===== src/rtl/row_scheduler_pkg.sv =====
// Shared constants and types for the SpMV row scheduler.
// Holds the datapath widths, the derived accumulator width, the
// per-channel FSM state encoding and a product sign-extension helper.
package row_scheduler_pkg;

  localparam int CHANNEL_NUM  = 4;
  localparam int VAL_BITS     = 16;
  localparam int ROW_LEN_SIZE = 8;
  localparam int ROW_ID_SIZE  = 16;

  localparam int PROD_BITS = 2 * VAL_BITS;
  // Wide enough that a row of up to 2^ROW_LEN_SIZE-1 products cannot overflow.
  localparam int ACC_BITS  = PROD_BITS + ROW_LEN_SIZE;
  localparam int CH_BITS   = (CHANNEL_NUM > 1) ? $clog2(CHANNEL_NUM) : 1;

  typedef enum logic [1:0] {
    CH_IDLE = 2'd0,
    CH_ACC  = 2'd1,
    CH_HOLD = 2'd2
  } ch_state_t;

  function automatic logic [ACC_BITS-1:0] sext_prod(input logic [PROD_BITS-1:0] p);
    return {{(ACC_BITS-PROD_BITS){p[PROD_BITS-1]}}, p};
  endfunction

endpackage


===== src/rtl/row_channel_ctrl.sv =====
// One channel of the row scheduler: pops a row length, accumulates that
// many signed products into a row sum, then holds the sum until the
// arbiter grants it.
// Ports:
//   clk, rst            clock, synchronous active-high reset
//   i_len/i_len_empty   FWFT head of the length FIFO; o_len_read pops it
//   i_mult/i_mult_empty FWFT head of the product FIFO; o_mult_read pops it
//   i_grant             arbiter grant (only asserted while o_hold=1)
//   o_hold              channel has a finished sum waiting
//   o_sum, o_row_id     finished sum and its row index
//   o_state             FSM state for observation
module row_channel_ctrl
  import row_scheduler_pkg::*;
#(
  parameter int CH_IDX = 0
) (
  input  logic                    clk,
  input  logic                    rst,
  input  logic [ROW_LEN_SIZE-1:0] i_len,
  input  logic                    i_len_empty,
  output logic                    o_len_read,
  input  logic [PROD_BITS-1:0]    i_mult,
  input  logic                    i_mult_empty,
  output logic                    o_mult_read,
  input  logic                    i_grant,
  output logic                    o_hold,
  output logic [ACC_BITS-1:0]     o_sum,
  output logic [ROW_ID_SIZE-1:0]  o_row_id,
  output ch_state_t               o_state
);

  ch_state_t               r_state;
  logic [ACC_BITS-1:0]     r_acc;
  logic [ROW_LEN_SIZE-1:0] r_remaining;
  logic [ROW_ID_SIZE-1:0]  r_row_id;

  // Pops are combinational from the registered state so a FWFT head is
  // consumed in the same cycle it is seen; rst forces them low.
  assign o_len_read  = !rst && (r_state == CH_IDLE) && !i_len_empty;
  assign o_mult_read = !rst && (r_state == CH_ACC)  && !i_mult_empty;

  assign o_hold   = (r_state == CH_HOLD);
  assign o_sum    = r_acc;
  assign o_row_id = r_row_id;
  assign o_state  = r_state;

  always_ff @(posedge clk) begin
    if (rst) begin
      r_state     <= CH_IDLE;
      r_acc       <= '0;
      r_remaining <= '0;
      r_row_id    <= ROW_ID_SIZE'(CH_IDX);
    end else begin
      case (r_state)
        CH_IDLE: begin
          if (!i_len_empty) begin
            r_remaining <= i_len;
            r_acc       <= '0;
            r_state     <= (i_len == '0) ? CH_HOLD : CH_ACC;
          end
        end
        CH_ACC: begin
          // An empty product FIFO simply stalls here.
          if (!i_mult_empty) begin
            r_acc       <= r_acc + sext_prod(i_mult);
            r_remaining <= r_remaining - 1'b1;
            if (r_remaining == ROW_LEN_SIZE'(1)) r_state <= CH_HOLD;
          end
        end
        CH_HOLD: begin
          if (i_grant) begin
            r_state  <= CH_IDLE;
            r_row_id <= r_row_id + ROW_ID_SIZE'(CHANNEL_NUM);
          end
        end
        default: r_state <= CH_IDLE;
      endcase
    end
  end

endmodule


===== src/rtl/row_scheduler.sv =====
// SpMV row scheduler top: one row_channel_ctrl per channel, a round-robin
// arbiter over channels holding finished sums, a single result output
// register and an accepted-result counter.
// Ports:
//   clk, rst                         clock, synchronous active-high reset
//   len, len_fifo_empty, len_fifo_read    per-channel row-length FIFOs
//   mult, mult_fifo_empty, mult_fifo_read per-channel product FIFOs
//   res_valid/res_ready              result handshake
//   res_sum, res_row, res_channel    result payload
//   rows_done                        count of accepted results (wraps)
//   dbg_ch_state                     2-bit FSM state per channel
//
// Result handshake: a result transfers on every clock edge where
// res_valid && res_ready. While res_valid && !res_ready the payload is
// frozen. A new result may be loaded in the same cycle the current one
// transfers, so res_valid stays high across back-to-back results.
module row_scheduler
  import row_scheduler_pkg::*;
(
  input  logic                              clk,
  input  logic                              rst,
  input  logic [ROW_LEN_SIZE*CHANNEL_NUM-1:0] len,
  input  logic [CHANNEL_NUM-1:0]            len_fifo_empty,
  output logic [CHANNEL_NUM-1:0]            len_fifo_read,
  input  logic [PROD_BITS*CHANNEL_NUM-1:0]  mult,
  input  logic [CHANNEL_NUM-1:0]            mult_fifo_empty,
  output logic [CHANNEL_NUM-1:0]            mult_fifo_read,
  output logic                              res_valid,
  input  logic                              res_ready,
  output logic [ACC_BITS-1:0]               res_sum,
  output logic [ROW_ID_SIZE-1:0]            res_row,
  output logic [CH_BITS-1:0]                res_channel,
  output logic [ROW_ID_SIZE-1:0]            rows_done,
  output logic [2*CHANNEL_NUM-1:0]          dbg_ch_state
);

  logic [CHANNEL_NUM-1:0] w_hold;
  logic [CHANNEL_NUM-1:0] w_grant;
  logic [ACC_BITS-1:0]    w_sum   [CHANNEL_NUM];
  logic [ROW_ID_SIZE-1:0] w_row   [CHANNEL_NUM];
  ch_state_t              w_state [CHANNEL_NUM];

  logic                   w_out_free;
  logic                   w_grant_valid;
  logic [CH_BITS-1:0]     w_grant_idx;
  logic [CH_BITS-1:0]     w_ptr_next;

  logic [CH_BITS-1:0]     r_ptr;
  logic                   r_res_valid;
  logic [ACC_BITS-1:0]    r_res_sum;
  logic [ROW_ID_SIZE-1:0] r_res_row;
  logic [CH_BITS-1:0]     r_res_channel;
  logic [ROW_ID_SIZE-1:0] r_rows_done;

  for (genvar g = 0; g < CHANNEL_NUM; g++) begin : g_ch
    row_channel_ctrl #(
      .CH_IDX(g)
    ) u_ch (
      .clk          (clk),
      .rst          (rst),
      .i_len        (len[g*ROW_LEN_SIZE +: ROW_LEN_SIZE]),
      .i_len_empty  (len_fifo_empty[g]),
      .o_len_read   (len_fifo_read[g]),
      .i_mult       (mult[g*PROD_BITS +: PROD_BITS]),
      .i_mult_empty (mult_fifo_empty[g]),
      .o_mult_read  (mult_fifo_read[g]),
      .i_grant      (w_grant[g]),
      .o_hold       (w_hold[g]),
      .o_sum        (w_sum[g]),
      .o_row_id     (w_row[g]),
      .o_state      (w_state[g])
    );
    assign dbg_ch_state[2*g +: 2] = w_state[g];
  end

  // Round-robin: scan from r_ptr upward (wrapping) and take the first
  // channel in HOLD, but only when the output register can accept.
  always_comb begin
    logic [CH_BITS-1:0] v_idx;
    v_idx         = '0;
    w_grant       = '0;
    w_grant_valid = 1'b0;
    w_grant_idx   = '0;
    w_out_free    = !r_res_valid || res_ready;
    for (int k = 0; k < CHANNEL_NUM; k++) begin
      v_idx = CH_BITS'((int'(r_ptr) + k) % CHANNEL_NUM);
      if (w_out_free && !w_grant_valid && w_hold[v_idx]) begin
        w_grant_valid = 1'b1;
        w_grant_idx   = v_idx;
      end
    end
    if (w_grant_valid) w_grant[w_grant_idx] = 1'b1;
    w_ptr_next = CH_BITS'((int'(w_grant_idx) + 1) % CHANNEL_NUM);
  end

  always_ff @(posedge clk) begin
    if (rst) begin
      r_ptr         <= '0;
      r_res_valid   <= 1'b0;
      r_res_sum     <= '0;
      r_res_row     <= '0;
      r_res_channel <= '0;
      r_rows_done   <= '0;
    end else begin
      if (w_grant_valid) begin
        r_res_valid   <= 1'b1;
        r_res_sum     <= w_sum[w_grant_idx];
        r_res_row     <= w_row[w_grant_idx];
        r_res_channel <= w_grant_idx;
        r_ptr         <= w_ptr_next;
      end else if (r_res_valid && res_ready) begin
        r_res_valid <= 1'b0;
      end
      if (r_res_valid && res_ready) r_rows_done <= r_rows_done + 1'b1;
    end
  end

  assign res_valid   = r_res_valid;
  assign res_sum     = r_res_sum;
  assign res_row     = r_res_row;
  assign res_channel = r_res_channel;
  assign rows_done   = r_rows_done;

endmodule


===== config.mk =====
export PLATFORM = sky130hd
export DESIGN_NAME = row_scheduler
export DESIGN_NICKNAME = d
export VERILOG_FILES = /design/src/rtl/row_scheduler_pkg.sv /design/src/rtl/row_channel_ctrl.sv /design/src/rtl/row_scheduler.sv
export SDC_FILE = /design/constraint.sdc
export NUM_CORES = 1
export LEC_CHECK = 0
export ABC_AREA = 1
export BUFFER_PORTS_ARGS = -buffer_cell sky130_fd_sc_hd__buf_2
export CAP_MARGIN = 20
export CORE_ASPECT_RATIO = 0.6
export CORE_MARGIN = 4
export CORE_UTILIZATION = 32
export DETAILED_ROUTE_END_ITERATION = 12
export SYNTH_ARGS = -nofsm -noshare
export SYNTH_HDL_FRONTEND = slang
export SYNTH_SLANG_ARGS = --single-unit

===== constraint.sdc =====
create_clock -name clk -period 3.36 [get_ports clk]
set_clock_uncertainty 0.05 [all_clocks]
set_input_delay 0.84 -clock clk [delete_from_list [all_inputs] [get_ports clk]]
set_output_delay 0.84 -clock clk [all_outputs]
set_load 0.05 [all_outputs]

==> results.sh, run 1 <==
export IMPL_worstPathRequired_ns=2.47
export IMPL_rr_endpoint="res_sum[32]"
export IMPL_drc=0
export IMPL_cp_buffers_inverters=3
export IMPL_period_needed_ns=3.14
export IMPL_hold_viol=0
export IMPL_fillers=9141
export IMPL_end_kind="output port"
export IMPL_crit_start="g_ch[3].u_ch.o_state[1]"
export IMPL_dp_slack_ns=0.00494
export IMPL_dr_total_vias=29600
export IMPL_ys_ff_latch=331
export IMPL_utilization_pct=37.4
export IMPL_design_die_area_sq_mm=0.0878
export IMPL_netlist_area_leader_share_pct=24.9
export IMPL_seq_area_frac_synth_pct=24.9
export IMPL_powerDensity_mw_per_mm2=762
export IMPL_grt_pass1_wl_um=164000
export IMPL_cp_max_fo=7
export IMPL_dp_cells=5658
export IMPL_yosys_warnings=0
export IMPL_dp_hpwl_um=88000
export IMPL_timing_rr_start="r_ptr[0]"
export IMPL_cts_buffer_depth=3
export IMPL_peakVddDrop_uv=776
export IMPL_crit_type="flop to output port"
export IMPL_slowest_stage="dfxtp_1"
export IMPL_holdBufCountCts=0
export IMPL_hp_class="flop to flop"
export IMPL_drive_above_1_share_pct=10.7
export IMPL_drt_total_wl_um=110000
export IMPL_fin_setup_tns_ns=0
export IMPL_gr_total_overflow=0
export IMPL_critPathCapture="mult_fifo_read[3]"
export IMPL_synth_nets=4712
export IMPL_path_cells="nor2_2 > clkinv_1 > nor2_2 > nand2_1 > inv_1 > buf_2"
export IMPL_dominantRegCellSynth="dfxtp_1"
export IMPL_timing_final_crit_share_pct=93.4
export IMPL_rsz0062_at_grt="no"
export IMPL_grt_max_degree=145
export IMPL_viasPerCell=5.17
export IMPL_synth_common_cells="nand2_1, inv_1, nor2_1"
export IMPL_final_cells=5729
export IMPL_die_h_um=231
export IMPL_cts_tree="done"
export IMPL_cts_root_buf="clkbuf_16"
export IMPL_tightestPinTransition_ns=0.780
export IMPL_syn_avg_cell_area_sq_um=6.08
export IMPL_drt_initial_drc_count=3192
export IMPL_worstPathArrival_ns=2.25
export IMPL_fin_hold_ws_ns=0.414
export IMPL_finalSetupViolations=0
export IMPL_yosysMostFrequentCell="nand2_1"
export IMPL_worst_skew_pair_late_latency_ns=0.60
export IMPL_gp_congestion=1.01
export IMPL_slew_viol_final=0
export IMPL_pin_count=262
export IMPL_clk_pin_slew_ns=0.06
export IMPL_grt_pass1_vias=26600
export IMPL_core_area_sq_mm=0.0819
export IMPL_synthesis_area_sq_mm=0.0266
export IMPL_grt_use_total_pct=24.0
export IMPL_area_growth_pct=15.4
export IMPL_critPathLaunchType="flop"
export IMPL_status="finished clean"
export IMPL_antenna_found_initial=3
export IMPL_clock_sinks=331
export IMPL_crit_family="buffers and inverters"
export IMPL_drt_pass1_iter_count=6
export IMPL_die_w_um=380
export IMPL_leakage_nw=14.1
export IMPL_max_slew_margin_rel_pct=47.5
export IMPL_antenna_left=0
export IMPL_start_util_pct=32.4
export IMPL_synth_edf_count=0
export IMPL_r2r_slack_ns=0.39
export IMPL_synth_largest_area_cell="dfxtp_1"
export IMPL_htreeDepth=2
export IMPL_fmax_ghz=0.319
export IMPL_synthTopCellsByArea="dfxtp_1, nand2_1, ha_1"
export IMPL_fin_nets=4964
export IMPL_max_cap_viol_count=0
export IMPL_port_buffers=261
export IMPL_cp_common_cell="nor2_2"
export IMPL_synth_cells=4368
export IMPL_layout_setup_ws_ns=0.221
export IMPL_rows=81
export IMPL_synthArstFlopShare_pct=0
export IMPL_wl_per_cell_um=19.2
export IMPL_rr_worst_depth=16
export IMPL_synth_cell_types=53
export IMPL_cp_depth=6
export IMPL_cts_buffers_inserted=39
export IMPL_slowest_delay_ns=0.45
[cells in the final DEF, fill, tap and decap left out, types with 9 or more instances in the layout]
| cell | count |
|---|---|
| o21ai_0 | 364 |
| ha_1 | 169 |
| xor2_1 | 20 |
| o211ai_1 | 16 |
| buf_12 | 11 |
| nor2_1 | 415 |
| a31oi_1 | 30 |
| a211oi_1 | 12 |
| or2_2 | 32 |
| o21ai_1 | 16 |
| nor3b_2 | 9 |
| a21oi_1 | 418 |
| a21o_1 | 24 |
| nor4_1 | 22 |
| nand4_1 | 66 |
| inv_1 | 558 |
| nor3_1 | 89 |
| inv_2 | 9 |
| buf_2 | 259 |
| nand3_1 | 242 |
| o21bai_1 | 29 |
| buf_4 | 75 |
| clkbuf_16 | 40 |
| a21boi_0 | 92 |
| nand2_1 | 1165 |
| nand3b_1 | 13 |
| dfxtp_1 | 330 |
| nand2_2 | 9 |
[stage by stage]
stage	instance area, sq um	power, mW
2_1_floorplan	26600	14.5
3_3_place_gp	29300	18.6
3_5_place_dp	29300	18.7
4_1_cts	30600	23.4
5_1_grt	30700	25.1
6_report	30700	23.3
[how the worst min path moves through the flow]
stage | slack [ns] | endpoint | start | cells after the start
after floorplan | 0.39 | g_ch[1].u_ch.o_row_id[14] | g_ch[1].u_ch.o_row_id[14] | 2
after global placement | 0.40 | g_ch[0].u_ch.o_row_id[15] | g_ch[0].u_ch.o_row_id[15] | 2
after detailed placement | 0.41 | g_ch[0].u_ch.r_remaining[7] | g_ch[0].u_ch.r_remaining[7] | 2
after CTS | 0.42 | g_ch[0].u_ch.r_remaining[7] | g_ch[0].u_ch.r_remaining[7] | 2
after global routing | 0.44 | g_ch[0].u_ch.r_remaining[7] | g_ch[0].u_ch.r_remaining[7] | 2
final | 0.41 | g_ch[1].u_ch.o_row_id[14] | g_ch[1].u_ch.o_row_id[14] | 2
[power breakdown]
part	total, mW	internal (mW)	switching [mW]
clock network	4.61	2.62	1.99
logic	13.3	3.87	9.47
registers	5.40	4.68	0.721
[timing repair]
item / in CTS / in global routing
setup buffers: 0 / 0
endpoints found under the setup margin: 0 / 3
resized for setup: 0 / 3
[per-layer routing]
| metal | wire length (um) | GRT usage, % | part of all wire (%) |
|---|---|---|---|
| met1 | 55600 | 37.3 | 51 |
| met3 | 11500 | 7.24 | 10 |
| met4 | 1940 | 4.53 | 1.8 |
| met5 | 138 | 1.14 | 0.13 |
| met2 | 40700 | 31.7 | 37 |
[cell type report]
cell class / instances / area, sq um / share of cell area (%)
Antenna cell: 1 / 2.50 / 0.00816
Clock buffer: 53 / 1100 / 3.59
Tap cell: 1079 / 1350 / 4.40
Sequential cell: 331 / 6630 / 21.6
Clock inverter: 17 / 221 / 0.723
Inverter: 573 / 2160 / 7.03
Multi-Input combinational cell: 3329 / 17100 / 55.8
Timing Repair Buffer: 346 / 2090 / 6.83
[logic make-up after synthesis]
group           Yosys count  share of synthesized area (%)
buf+inv                 708                           10.8
xor+xnor                 27                          0.890
simple gates           2100                           33.6
fa+ha+maj               173                           8.26
compound gates         1029                           21.5
flops                   331                           24.9
[worst reg2reg max path, cell delays in order (launching register included)]
cell	delay (ns)
dfxtp_1	0.60
inv_4	0.13
nand3_1	0.18
nand3_1	0.11
nand2_2	0.15
nand2_2	0.11
nor2_4	0.16
nor2_1	0.05
nand2_1	0.09
o21ai_4	0.09
buf_12	0.19
nand2_1	0.26
nand2_1	0.12
nand2_1	0.18
nand4_1	0.23
nand2_1	0.13
inv_1	0.04
[sequential cells by signal, indices dropped and copies added (netlist names)]
register / cells
g_ch.u_ch.o_row_id: 56
g_ch.u_ch.o_state: 8
g_ch.u_ch.o_sum: 160
g_ch.u_ch.r_remaining: 32
r_ptr: 2
res_row: 16
res_sum: 40
res_valid: 1
rows_done: 16
Note: power is estimated with default switching activity, not from simulation.
==> run 2, diff against run 1 <==
CORE_UTILIZATION = 30   (was 32)
==> run 2 against run 1 <==
  * Critical path depth increased by 3
  * Sequential share of layout area decreased by 0.11 points
  * Global-route usage decreased by 0.20 points
  * Largest power group unchanged
  * Final cell count increased by 1.5%
  * Power increased by 0.69%
==> results.sh, run 2 (same netlist as run 1, synthesis figures left out) <==
export IMPL_worstPathRequired_ns=3.75
export IMPL_critPathLaunchType="flop"
export IMPL_cts_tree="done"
export IMPL_worstHoldStart="rows_done[15]"
export IMPL_die_h_um=238
export IMPL_fillers=9821
export IMPL_hold_depth=2
export IMPL_slew_viol_final=0
export IMPL_core_area_sq_mm=0.0877
export IMPL_rr_endpoint="g_ch[3].u_ch.o_sum[11]"
export IMPL_gp_congestion=1.03
export IMPL_area_growth_pct=16.0
export IMPL_drt_initial_drc_count=3116
export IMPL_fmax_ghz=0.313
export IMPL_r2r_slack_ns=0.17
export IMPL_grt_use_total_pct=23.8
export IMPL_peakVddDrop_uv=567
export IMPL_drive_above_1_share_pct=10.9
export IMPL_port_buffers=261
export IMPL_p_sw_mw=12.3
export IMPL_grt_max_degree=115
export IMPL_timing_rr_start="g_ch[3].u_ch.o_sum[2]"
export IMPL_leakage_nw=14.1
export IMPL_final_cell_mix="nand2_1, inv_1, a21oi_1"
export IMPL_p_seq_share_pct=23.0
export IMPL_start_util_pct=30.3
export IMPL_drt_total_wl_um=116000
export IMPL_die_w_um=392
export IMPL_end_kind="flop"
export IMPL_final_common_cell="nand2_1"
export IMPL_viasPerCell=5.15
export IMPL_pwr_share_comb_pct=56.9
export IMPL_cp_max_fo=6
export IMPL_grt_pass1_vias=26800
export IMPL_powerDensity_mw_per_mm2=763
export IMPL_cts_setup_buffers=0
export IMPL_rsz0062_at_grt="no"
export IMPL_holdPathEnd="rows_done[15]"
export IMPL_cts_root_buf="clkbuf_16"
export IMPL_timing_final_crit_share_pct=95.1
export IMPL_sw_frac_of_total_pct=52.5
export IMPL_gr_total_overflow=0
export IMPL_grt_pass1_wl_um=170000
export IMPL_cts_buffer_depth=3
export IMPL_crit_type="flop to flop"
export IMPL_cts_buffers_inserted=40
export IMPL_holdBufCountCts=0
export IMPL_antenna_left=0
export IMPL_final_cells=5816
export IMPL_htreeDepth=2
export IMPL_worstPathArrival_ns=3.59
export IMPL_clock_sinks=331
export IMPL_worst_skew_pair_late_latency_ns=0.62
export IMPL_drc=0
export IMPL_dp_slack_ns=-0.172
export IMPL_clk_pin_slew_ns=0.07
export IMPL_rr_worst_depth=9
export IMPL_dp_cells=5743
export IMPL_tightestPinTransition_ns=0.875
export IMPL_hp_class="flop to flop"
export IMPL_fin_nets=4968
export IMPL_internal_power_mw=11.2
export IMPL_period_needed_ns=3.19
export IMPL_hold_viol=0
export IMPL_drt_pass1_iter_count=6
export IMPL_design_die_area_sq_mm=0.0935
export IMPL_dr_total_vias=29900
export IMPL_rows=84
export IMPL_largest_reg_flops=160
export IMPL_finalSetupViolations=0
export IMPL_layout_setup_ws_ns=0.166
export IMPL_status="finished clean"
export IMPL_max_slew_margin_rel_pct=41.1
export IMPL_wl_per_cell_um=19.9
export IMPL_max_cap_viol_count=0
export IMPL_antenna_found_initial=4
export IMPL_pwr_share_clk_pct=20.1
export IMPL_pin_count=262
export IMPL_dp_hpwl_um=92800
==> run 2: worst max path at each step <==
stage | from | endpoint | slack (ns) | depth (start not counted)
after floorplan | g_ch[3].u_ch.o_state[0] | mult_fifo_read[3] | 0.27 | 9
after global placement | mult[98] | g_ch[3].u_ch.o_sum[11] | -0.08 | 10
after detailed placement | mult[98] | g_ch[3].u_ch.o_sum[11] | -0.17 | 10
after CTS | g_ch[1].u_ch.o_state[1] | mult_fifo_read[1] | 0.10 | 7
after global routing | g_ch[2].u_ch.o_state[1] | mult_fifo_read[2] | 0.03 | 6
final | g_ch[3].u_ch.o_sum[2] | g_ch[3].u_ch.o_sum[11] | 0.17 | 9
==> run 2: repair_timing <==
| item | CTS | global route |
|---|---|---|
| endpoints found under the setup margin | 1 | 1 |
| resized for setup | 2 | 1 |
| cloned | 0 | 0 |
| pin swaps | 0 | 0 |
==> run 2: routing by layer <==
| layer | track usage, % | wire length (um) | part of all wire, % |
|---|---|---|---|
| met3 | 7.73 | 13500 | 12 |
| met1 | 37.3 | 57800 | 50 |
| met2 | 30.5 | 41700 | 36 |
| met4 | 4.77 | 2320 | 2.0 |
| met5 | 1.36 | 190 | 0.16 |
==> run 2: cell type report <==
class / instances / area (sq um) / area share, %
clock buffers: 53 / 1120 / 3.63
clock inverters: 18 / 241 / 0.784
inverters: 573 / 2160 / 7.00
repair buffers: 349 / 2110 / 6.84
flip-flops and latches: 331 / 6630 / 21.5
well taps: 1161 / 1450 / 4.72
multi-input cells: 3329 / 17100 / 55.5
diodes: 2 / 5.00 / 0.0162
==> run 2: per-stage QoR <==
step                TNS (ns)  util [%]  area, sq um  power [mW]  hold slack (ns)
finish                     0      35.1        30800        23.5            0.414
global route               0      35.1        30800        25.2            0.433
CTS                        0      35.1        30800        23.6            0.414
detailed placement    -0.190      33.6        29400        18.7            0.404
global placement     -0.0761      33.6        29400        18.7            0.398
floorplan                  0         -        26600        14.5            0.389
==> run 2: power groups by stage <==
stage	Combinational, mW	Sequential [mW]	Clock (mW)
5_1_grt	14.7	5.48	5.00
3_3_place_gp	13.2	5.47	0
3_5_place_dp	13.2	5.47	0
6_report	13.4	5.40	4.73
4_1_cts	13.3	5.39	4.86
2_1_floorplan	8.50	5.96	0
==> run 2: critical path, stage by stage (launching register included) <==
cell	delay, ns
dfxtp_1	0.43
ha_1	0.36
a21oi_1	0.27
nand2_1	0.11
a21boi_0	0.35
o21ai_0	0.33
a21oi_1	0.32
inv_1	0.11
o21ai_0	0.58
a21oi_1	0.12
